**src/rtl/alu_pkg.sv**
```systemverilog
// Shared definitions for the ALU arbiter: opcode constants, FSM state enum,
// exec-counter width and an opcode classification helper.
package alu_pkg;

    // 4-bit ALU opcodes; 0xD-0xF are undefined and execute in a single cycle
    localparam logic [3:0] OP_ADD  = 4'h0;
    localparam logic [3:0] OP_SUB  = 4'h1;
    localparam logic [3:0] OP_MUL  = 4'h2;
    localparam logic [3:0] OP_DIV  = 4'h3;
    localparam logic [3:0] OP_AND  = 4'h4;
    localparam logic [3:0] OP_OR   = 4'h5;
    localparam logic [3:0] OP_XOR  = 4'h6;
    localparam logic [3:0] OP_SLL  = 4'h7;
    localparam logic [3:0] OP_SRL  = 4'h8;
    localparam logic [3:0] OP_SRA  = 4'h9;
    localparam logic [3:0] OP_SLT  = 4'hA;
    localparam logic [3:0] OP_SLTU = 4'hB;
    localparam logic [3:0] OP_NET  = 4'hC;

    // Width of the EXEC down-counter; covers a multi-cycle latency up to 15
    localparam int CNT_W = 4;

    typedef enum logic [1:0] {
        IDLE = 2'd0,
        EXEC = 2'd1,
        RESP = 2'd2
    } state_t;

    // MUL and DIV are the only opcodes that take the long EXEC latency
    function automatic logic is_muldiv(input logic [3:0] op);
        return (op == OP_MUL) || (op == OP_DIV);
    endfunction

endpackage

```
**src/rtl/rr_pick.sv**
```systemverilog
// Round-robin picker: searches the request vector upward from ptr with
// wrap-around and returns a one-hot grant plus the winner index.
module rr_pick #(
    parameter int N_REQ = 2,
    parameter int PTR_W = 1
) (
    input  logic [N_REQ-1:0] req,
    input  logic [PTR_W-1:0] ptr,
    output logic [N_REQ-1:0] grant,
    output logic [PTR_W-1:0] winner
);

    logic             found;
    logic [PTR_W-1:0] idx;

    // First asserted request at or after ptr (modulo N_REQ) wins
    always_comb begin
        // NOTE: every output of a combinational block gets a default before any branch, otherwise paths that skip an assignment infer latches.
        grant  = '0;
        winner = '0;
        found  = 1'b0;
        idx    = '0;
        for (int i = 0; i < N_REQ; i++) begin
            idx = PTR_W'((int'(ptr) + i) % N_REQ);
            if (!found && req[idx]) begin
                found      = 1'b1;
                grant[idx] = 1'b1;
                winner     = idx;
            end
        end
    end

endmodule

```
**src/rtl/alu_arbiter.sv**
```systemverilog
// ALU arbiter: shares one combinational ALU among N_REQ requesters using a
// round-robin IDLE -> EXEC -> RESP transaction FSM.
// Optional feature: define ALU_ARBITER_DIV0_TRAP_EN to trap DIV by zero
// (one EXEC cycle, result all-ones, error flag set).
module alu_arbiter
    import alu_pkg::*;
#(
    parameter int N_REQ      = 2,
    parameter int MULDIV_LAT = 3
) (
    input  logic                clk_i,
    input  logic                rst_i,
    input  logic [N_REQ-1:0]    req_valid_i,
    output logic [N_REQ-1:0]    req_ready_o,
    input  logic [N_REQ*32-1:0] req_data1_i,
    input  logic [N_REQ*32-1:0] req_data2_i,
    input  logic [N_REQ*4-1:0]  req_op_i,
    output logic [N_REQ-1:0]    rsp_valid_o,
    input  logic [N_REQ-1:0]    rsp_ready_i,
    output logic [31:0]         rsp_result_o,
    output logic                rsp_zero_o,
    output logic                rsp_err_o,
    output logic [31:0]         alu_data1_o,
    output logic [31:0]         alu_data2_o,
    output logic [3:0]          alu_op_o,
    input  logic [31:0]         alu_result_i,
    input  logic                alu_zero_i,
    output logic                busy_o
);

    localparam int PTR_W = (N_REQ > 1) ? $clog2(N_REQ) : 1;

    state_t state_q, state_d;

    logic [PTR_W-1:0] ptr_q;
    logic [PTR_W-1:0] owner_q;
    logic [31:0]      data1_q, data2_q;
    logic [3:0]       op_q;
    logic [CNT_W-1:0] cnt_q;
    logic [31:0]      result_q;
    logic             zero_q;

    logic [N_REQ-1:0] grant;
    logic [PTR_W-1:0] winner;
    logic             grant_en;
    logic             capture;

    logic [31:0]      d1_arr [N_REQ];
    logic [31:0]      d2_arr [N_REQ];
    logic [3:0]       op_arr [N_REQ];
    logic [31:0]      sel_d1, sel_d2;
    logic [3:0]       sel_op;
    logic [CNT_W-1:0] sel_len;

    // Unpack the per-requester payload buses so the winner can index them
    for (genvar k = 0; k < N_REQ; k++) begin : g_unpack
        assign d1_arr[k] = req_data1_i[k*32 +: 32];
        assign d2_arr[k] = req_data2_i[k*32 +: 32];
        assign op_arr[k] = req_op_i[k*4 +: 4];
    end

    rr_pick #(
        .N_REQ (N_REQ),
        .PTR_W (PTR_W)
    ) u_rr_pick (
        .req    (req_valid_i),
        .ptr    (ptr_q),
        .grant  (grant),
        .winner (winner)
    );

    assign sel_d1 = d1_arr[winner];
    assign sel_d2 = d2_arr[winner];
    assign sel_op = op_arr[winner];

`ifdef ALU_ARBITER_DIV0_TRAP_EN
    logic trap_q;
    logic err_q;
    logic sel_trap;

    assign sel_trap = (sel_op == OP_DIV) && (sel_d2 == '0);
`endif

    // EXEC length minus one for the request being granted this cycle
    always_comb begin
        sel_len = is_muldiv(sel_op) ? CNT_W'(MULDIV_LAT - 1) : '0;
`ifdef ALU_ARBITER_DIV0_TRAP_EN
        if (sel_trap) begin
            sel_len = '0;
        end
`endif
    end

    // State register
    always_ff @(posedge clk_i) begin
        // NOTE: clocked state is written with non-blocking assignments so every register samples pre-edge values, independent of block ordering.
        if (rst_i) begin
            state_q <= IDLE;
        end else begin
            state_q <= state_d;
        end
    end

    // Next-state, handshake strobes and one-hot response valid
    always_comb begin
        state_d     = state_q;
        req_ready_o = '0;
        rsp_valid_o = '0;
        grant_en    = 1'b0;
        capture     = 1'b0;
        case (state_q)
            IDLE: begin
                if (req_valid_i != '0) begin
                    req_ready_o = grant;
                    grant_en    = 1'b1;
                    state_d     = EXEC;
                end
            end
            EXEC: begin
                if (cnt_q == '0) begin
                    capture = 1'b1;
                    state_d = RESP;
                end
            end
            RESP: begin
                rsp_valid_o[owner_q] = 1'b1;
                if (rsp_ready_i[owner_q]) begin
                    state_d = IDLE;
                end
            end
            default: state_d = IDLE;
        endcase
    end

    // Grant bookkeeping, operand latch, EXEC countdown and result capture
    always_ff @(posedge clk_i) begin
        // NOTE: the datapath registers are reset as well because alu_*_o and rsp_* are directly observable and must read zero after reset.
        if (rst_i) begin
            ptr_q    <= '0;
            owner_q  <= '0;
            data1_q  <= '0;
            data2_q  <= '0;
            op_q     <= '0;
            cnt_q    <= '0;
            result_q <= '0;
            zero_q   <= 1'b0;
`ifdef ALU_ARBITER_DIV0_TRAP_EN
            trap_q   <= 1'b0;
            err_q    <= 1'b0;
`endif
        end else begin
            if (grant_en) begin
                owner_q <= winner;
                ptr_q   <= (winner == PTR_W'(N_REQ - 1)) ? '0 : winner + PTR_W'(1);
                data1_q <= sel_d1;
                data2_q <= sel_d2;
                op_q    <= sel_op;
                cnt_q   <= sel_len;
`ifdef ALU_ARBITER_DIV0_TRAP_EN
                trap_q  <= sel_trap;
`endif
            end else if ((state_q == EXEC) && (cnt_q != '0)) begin
                cnt_q <= cnt_q - CNT_W'(1);
            end

            if (capture) begin
`ifdef ALU_ARBITER_DIV0_TRAP_EN
                if (trap_q) begin
                    result_q <= '1;
                    zero_q   <= 1'b0;
                    err_q    <= 1'b1;
                end else begin
                    result_q <= alu_result_i;
                    zero_q   <= alu_zero_i;
                    err_q    <= 1'b0;
                end
`else
                result_q <= alu_result_i;
                zero_q   <= alu_zero_i;
`endif
            end
        end
    end

    assign alu_data1_o  = data1_q;
    assign alu_data2_o  = data2_q;
    assign alu_op_o     = op_q;
    assign rsp_result_o = result_q;
    assign rsp_zero_o   = zero_q;
`ifdef ALU_ARBITER_DIV0_TRAP_EN
    assign rsp_err_o    = err_q;
`else
    assign rsp_err_o    = 1'b0;
`endif
    assign busy_o       = (state_q != IDLE);

endmodule

```
**config.mk**
```make
export PLATFORM = sky130hd
export DESIGN_NAME = alu_arbiter
export DESIGN_NICKNAME = d
export VERILOG_FILES = /design/src/rtl/alu_pkg.sv /design/src/rtl/rr_pick.sv /design/src/rtl/alu_arbiter.sv
export SDC_FILE = /design/constraint.sdc
export NUM_CORES = 1
export LEC_CHECK = 0
export ABC_AREA = 1
export BUFFER_PORTS_ARGS = -buffer_cell sky130_fd_sc_hd__buf_2
export CAP_MARGIN = 5
export CORE_MARGIN = 4
export CORE_UTILIZATION = 41
export CTS_BUF_LIST = sky130_fd_sc_hd__clkbuf_4 sky130_fd_sc_hd__clkbuf_8
export CTS_CLUSTER_DIAMETER = 60
export DETAILED_ROUTE_END_ITERATION = 6
export GPL_TIMING_DRIVEN = 0
export HOLD_SLACK_MARGIN = 0.02
export PLACE_DENSITY = 0.84
export SYNTH_ARGS = -nofsm -noshare
export SYNTH_HDL_FRONTEND = slang
export SYNTH_SLANG_ARGS = --single-unit
```
**constraint.sdc**
```tcl
create_clock -name clk_i -period 1.9 [get_ports clk_i]
set_input_delay 0.19 -clock clk_i [delete_from_list [all_inputs] [get_ports clk_i]]
set_output_delay 0.19 -clock clk_i [all_outputs]
set_load 0.01 [all_outputs]
```
Word-level counts from Yosys, hierarchy flattened --
Index checks and enable logic that the tools add are counted.
Operators by class: $add $sub $neg 3, magnitude comparators 7, equality and inequality tests 7, multiplexer cells 41, bitwise operators 2, reduce and logical (&&, ||, !) cells 14
Operator list (count):
- $mux W32 | 6
- $mux W4 | 5
- $mux W2 | 9
- $mux W1 | 17
- $eq A4 B2 Y1 const B | 2
- $lt A1 B2 Y1 const B | 3
- $ne A2 B2 Y1 const B | 3
- $pmux W2 S3 | 1
- $reduce_bool A2 Y1 | 3
- $logic_and A1 B1 Y1 | 5
- $logic_not A4 Y1 | 1
- $reduce_bool A4 Y1 | 1
- $sub A4 B1 Y4 const B | 1
- $demux W1 S1 | 3
- $ge A1 B1 Y1 const B | 3
- $reduce_and A3 Y1 | 1
- $add A1 B1 Y1 const B | 2
- $eq A2 B1 Y1 const B | 1
- $eq A2 B2 Y1 const B | 1
- $ge A2 B2 Y1 const B | 1
- $logic_not A2 Y1 | 1
- $not A1 Y2 | 1
- $or A2 B2 Y2 | 1
- $logic_not A1 Y1 | 1
- $logic_or A1 B1 Y1 | 1
Word-level totals: register bits 109, input port bits 175, output and inout port bits 107

Longest topological paths before layout --
word-level depth 14, depth in mapped cells 9, depth with buffers taken out 9

By module --
A second synthesis with hierarchy kept.
Unflattened totals: cell total of the unflattened synthesis 738, area, all modules 4813.4 um^2
By module, submodules not included:
- alu_arbiter | times used 1, cells each 733, area each 4784.6 um^2, sequential area each 2182.1 um^2
- rr_pick | times used 1, cells each 5, area each 28.8 um^2, sequential area each 0.0 um^2

Worst setup path after synthesis --
OpenSTA, ideal clock, no wires.
kind register -> register, start point reg cnt_q[0], end point reg result_q[10], in the netlist rsp_result_o[10], arrival time 1300 ps, required time 1784 ps, path slack 484 ps, cell stages (with the launch flop) 9, path buffers 1, period minus slack after synthesis 1416 ps, cell sequence dfxtp_1 > inv_1 > ha_1 > nand2_1 > nor2_1 > inv_2 > clkbuf_1 > nor2_1 > nor2_1
On the way: word-level cells in the longest chain between the ends 3
Ends and longest elaborated chain:
- start: declaration | RTL line alu_arbiter.sv:39 | logic [CNT_W-1:0] cnt_q;
- start signal: assignment | RTL line alu_arbiter.sv:158 | cnt_q <= sel_len;
- start signal: assignment | RTL line alu_arbiter.sv:163 | cnt_q <= cnt_q - CNT_W'(1);
- $logic_not A4 Y1 | RTL line alu_arbiter.sv:120 | if (cnt_q == '0) begin
- $mux W1 | RTL line alu_arbiter.sv:120
- $mux W1 | RTL line alu_arbiter.sv:111 | case (state_q)
- end signal: assignment | RTL line alu_arbiter.sv:178 | result_q <= alu_result_i;
- end: declaration | RTL line alu_arbiter.sv:40 | logic [31:0] result_q;
No other way between the ends. A chain may end at the register's enable or synchronous reset.

Worst setup path in the final report --
start point reg state_q[1], end point out req_ready_o[0]
On the way: word-level cells in the longest chain between the ends 2
Ends and longest elaborated chain:
- start: declaration | RTL line alu_arbiter.sv:33 | state_t state_q, state_d;
- start signal: assignment | RTL line alu_arbiter.sv:100 | state_q <= state_d;
- $logic_not A2 Y1 | RTL line alu_arbiter.sv:111
- $mux W2 | RTL line alu_arbiter.sv:111
- end: declaration | RTL line alu_arbiter.sv:14 | output logic [N_REQ-1:0] req_ready_o,
No other way between the ends.

==> results.cfg <==
[synthesis]
synthDistinctLibCells = 26
synth_top_family_by_area = simple AND/OR/NAND/NOR gates
async_flop_share_pct = 0
synth.avg_cell_area_um2 = 6.964
synth-xor-area-share_pct = 0.1950
synthSimpleGateAreaFrac_pct = 34.74
ys_seq_area_share_pct = 48.58
synth.most_common_cell = nand2_1
synth_cells = 645
ys_ff_latch = 109
synth_area_um2 = 4492
synthTopCellsByArea = dfxtp_1 49%, nand2_1 18%, nand3_1 8.9%
synth_top_area_share_pct = 48.58
synth.cells.most_frequent = 213 x nand2_1, 109 x dfxtp_1, 87 x nor2_1
synth-edff-count = 0
synth-main-ff-cell = dfxtp_1
synth.area.mux_share_pct = 0
synth_compound_area_share_pct = 8.106
synthesis.nets = 821
synth_top_area_cell = dfxtp_1
synthAdderAreaFrac_pct = 0.2786
yosysWarnings = 0

[drt]
wl_per_cell_um = 13.82
met1_length_um = 6023
drc = 0
viasPerCell = 4.766
first_iter_violations = 280
vias = 5128
wl_met2_um = 7510
ant_nets = 0
first_pass_iters = 7
dr_wl_met3_um = 1032
top_layer = met4
wl_um = 14870

[worst_setup_path]
start_kind = register
cpPeakStageDelay_ns = 0.35
crit_path_top_delay_cell = dfxtp_1
crit_fanout = 19
cp.depth = 5
endpoint_kind = output port
path_cells = nor2_2, o21ai_4, nor2_4, buf_6, buf_2
critical_path_buf_inv_count = 2
critPathTopFamily = buffers and inverters
cp_data_required_time_ns = 1.71
critical_path_class = reg -> out
cp.arrival_ns = 1.50
rr_worst_depth = 8

[sta]
final-setup-viol-count = 0
maxSlewHeadroom_pct = 62.26
fin_skew_ns = 0.01627
rsz0062_at_grt = no
finalHoldViolations = 0
drv_slew = 0
setup_tns_ns = 0
fin_crit_ns = 1.691
period_share_pct = 89.03
fmax_ghz = 0.5912
worst_slew_pin_slew_ns = 0.5661

[clock_tree]
cts_root_buf = clkbuf_8
cts_tree = built
insertion_delay_ns = 0.36
cts_num_sinks = 109
cts_setup_buffers = 0
clk_pin_slew_worst_paths_ns = 0.11
cts_inserted_buffers = 9
clk_path_buf_depth = 2
htreeDepth = 3

[layout]
drive_gt1_share_pct = 34.15
area_delta_synth_final_pct = 40.11
diodes = 0
layout.nets = 1111

[place]
place_hpwl_um = 11880
io_buffers = 279
gp_congestion = 0.9256

[grt]
grt_pass1_vias = 4872
grt_pass1_wl_um = 23380
overflow = 0
track_usage_pct = 22.48
grt_max_degree = 21
antenna_found_initial = 0

[hold_path]
hold_path_depth = 3
min_path_type = in -> reg

[die]
initial_core_util_pct = 42.74
fp.dieW_um = 112.7
die_h_um = 112.7
rows = 37
core_um2 = 10510
io_pins = 282
die_area_um2 = 12690

[run]
maxCapViolCount = 0

[pwr]
power_density_nw_per_um2 = 990.9
p_total_uw = 6236
leakagePower_uw = 0.003509
ir_drop_mv = 0.4902

[status]
outcome = completed
per-stage QoR:
| step | hold slack [ns] | cells | worst slack (ns) | instance area, um^2 | utilization (%) |
|---|---|---|---|---|---|
| after floorplan | 0.3249 | 645 | 0.4837 | 4492 | - |
| after global placement | 0.4095 | 1060 | 0.1223 | 6058 | 57.65 |
| after detailed placement | 0.4169 | 1060 | 0.1376 | 6058 | 57.65 |
| after CTS | 0.02499 | 1078 | 0.02836 | 6304 | 59.98 |
| after global routing | 0.02179 | 1076 | 0.07138 | 6294 | 59.89 |
| final | 0.04817 | 1076 | 0.2085 | 6294 | 59.89 |
what timing repair did:
item | CTS | global route
endpoints found under the hold margin | 2 | 0
resized for setup | 2 | 1
endpoints found under the setup margin | 1 | 22
hold buffers | 2 | 0
registers in the layout, indices dropped and copies added, names as in the netlist, 2 cells and up:
| signal | cells |
|---|---|
| rsp_result_o | 32 |
| state_q | 2 |
| alu_op_o | 4 |
| cnt_q | 4 |
| alu_data1_o | 32 |
| alu_data2_o | 32 |
metal layers:
metal,vias to the layer above,global-route usage [%]
li1,2620,-
met1,2286,26.68
met2,196,40.05
met3,26,5.930
met4,0,5.929
met5,-,0
final cells by class:
class	instances	area [um^2]
flip-flops and latches	109	2182
clock inverters	7	91.34
plain buffers	39	186.4
repair buffers	281	1416
well taps	136	170.2
multi-input cells	452	1962
fillers	1017	4215
inverters	43	161.4
clock buffers	9	123.9
report_power, final:
part / internal (uW) / leakage, uW / total, uW / switching (uW)
sequential: 2650 / 0.000898 / 2830 / 176
clock: 642 / 0.000105 / 1470 / 832
combinational: 749 / 0.00251 / 1930 / 1180
worst min-delay path: stages:
cell    delay (ns)
buf_2         0.07
nor2_1        0.03
nor2_1        0.08
layout by cell type, fill, tap and decap left out, types with 2 or more instances in the layout:
cell             n
nand2_1        213
buf_1            4
dfxtp_1        109
nor2_1          85
dlygate4sd3_1    2
nor3_1           2
a31oi_1         19
buf_2          293
clkbuf_1        16
nor2_2           2
buf_4            4
nand3_1         80
inv_6            2
a22o_1           3
a21oi_1          5
clkbuf_8         9
o21ai_0         33
inv_1           42
final timing paths:
check / start / to / slack, ns
min reg2reg: alu_op_o[0] / alu_op_o[0] / 0.47
max: state_q[1] / req_ready_o[0] / 0.21
max reg2reg: cnt_q[0] / rsp_result_o[21] / 0.26
min: alu_result_i[4] / rsp_result_o[4] / 0.05
cell families after synthesis:
logic type                 Yosys count
xor gates and xnor gates             1
and+or+nand+nor                    385
DFF                                109
other                                1
buffers and inverters               84
AOI/OAI and AO/OA                   64
adders and majority gates            1
Power figures use the tool's default switching activity.
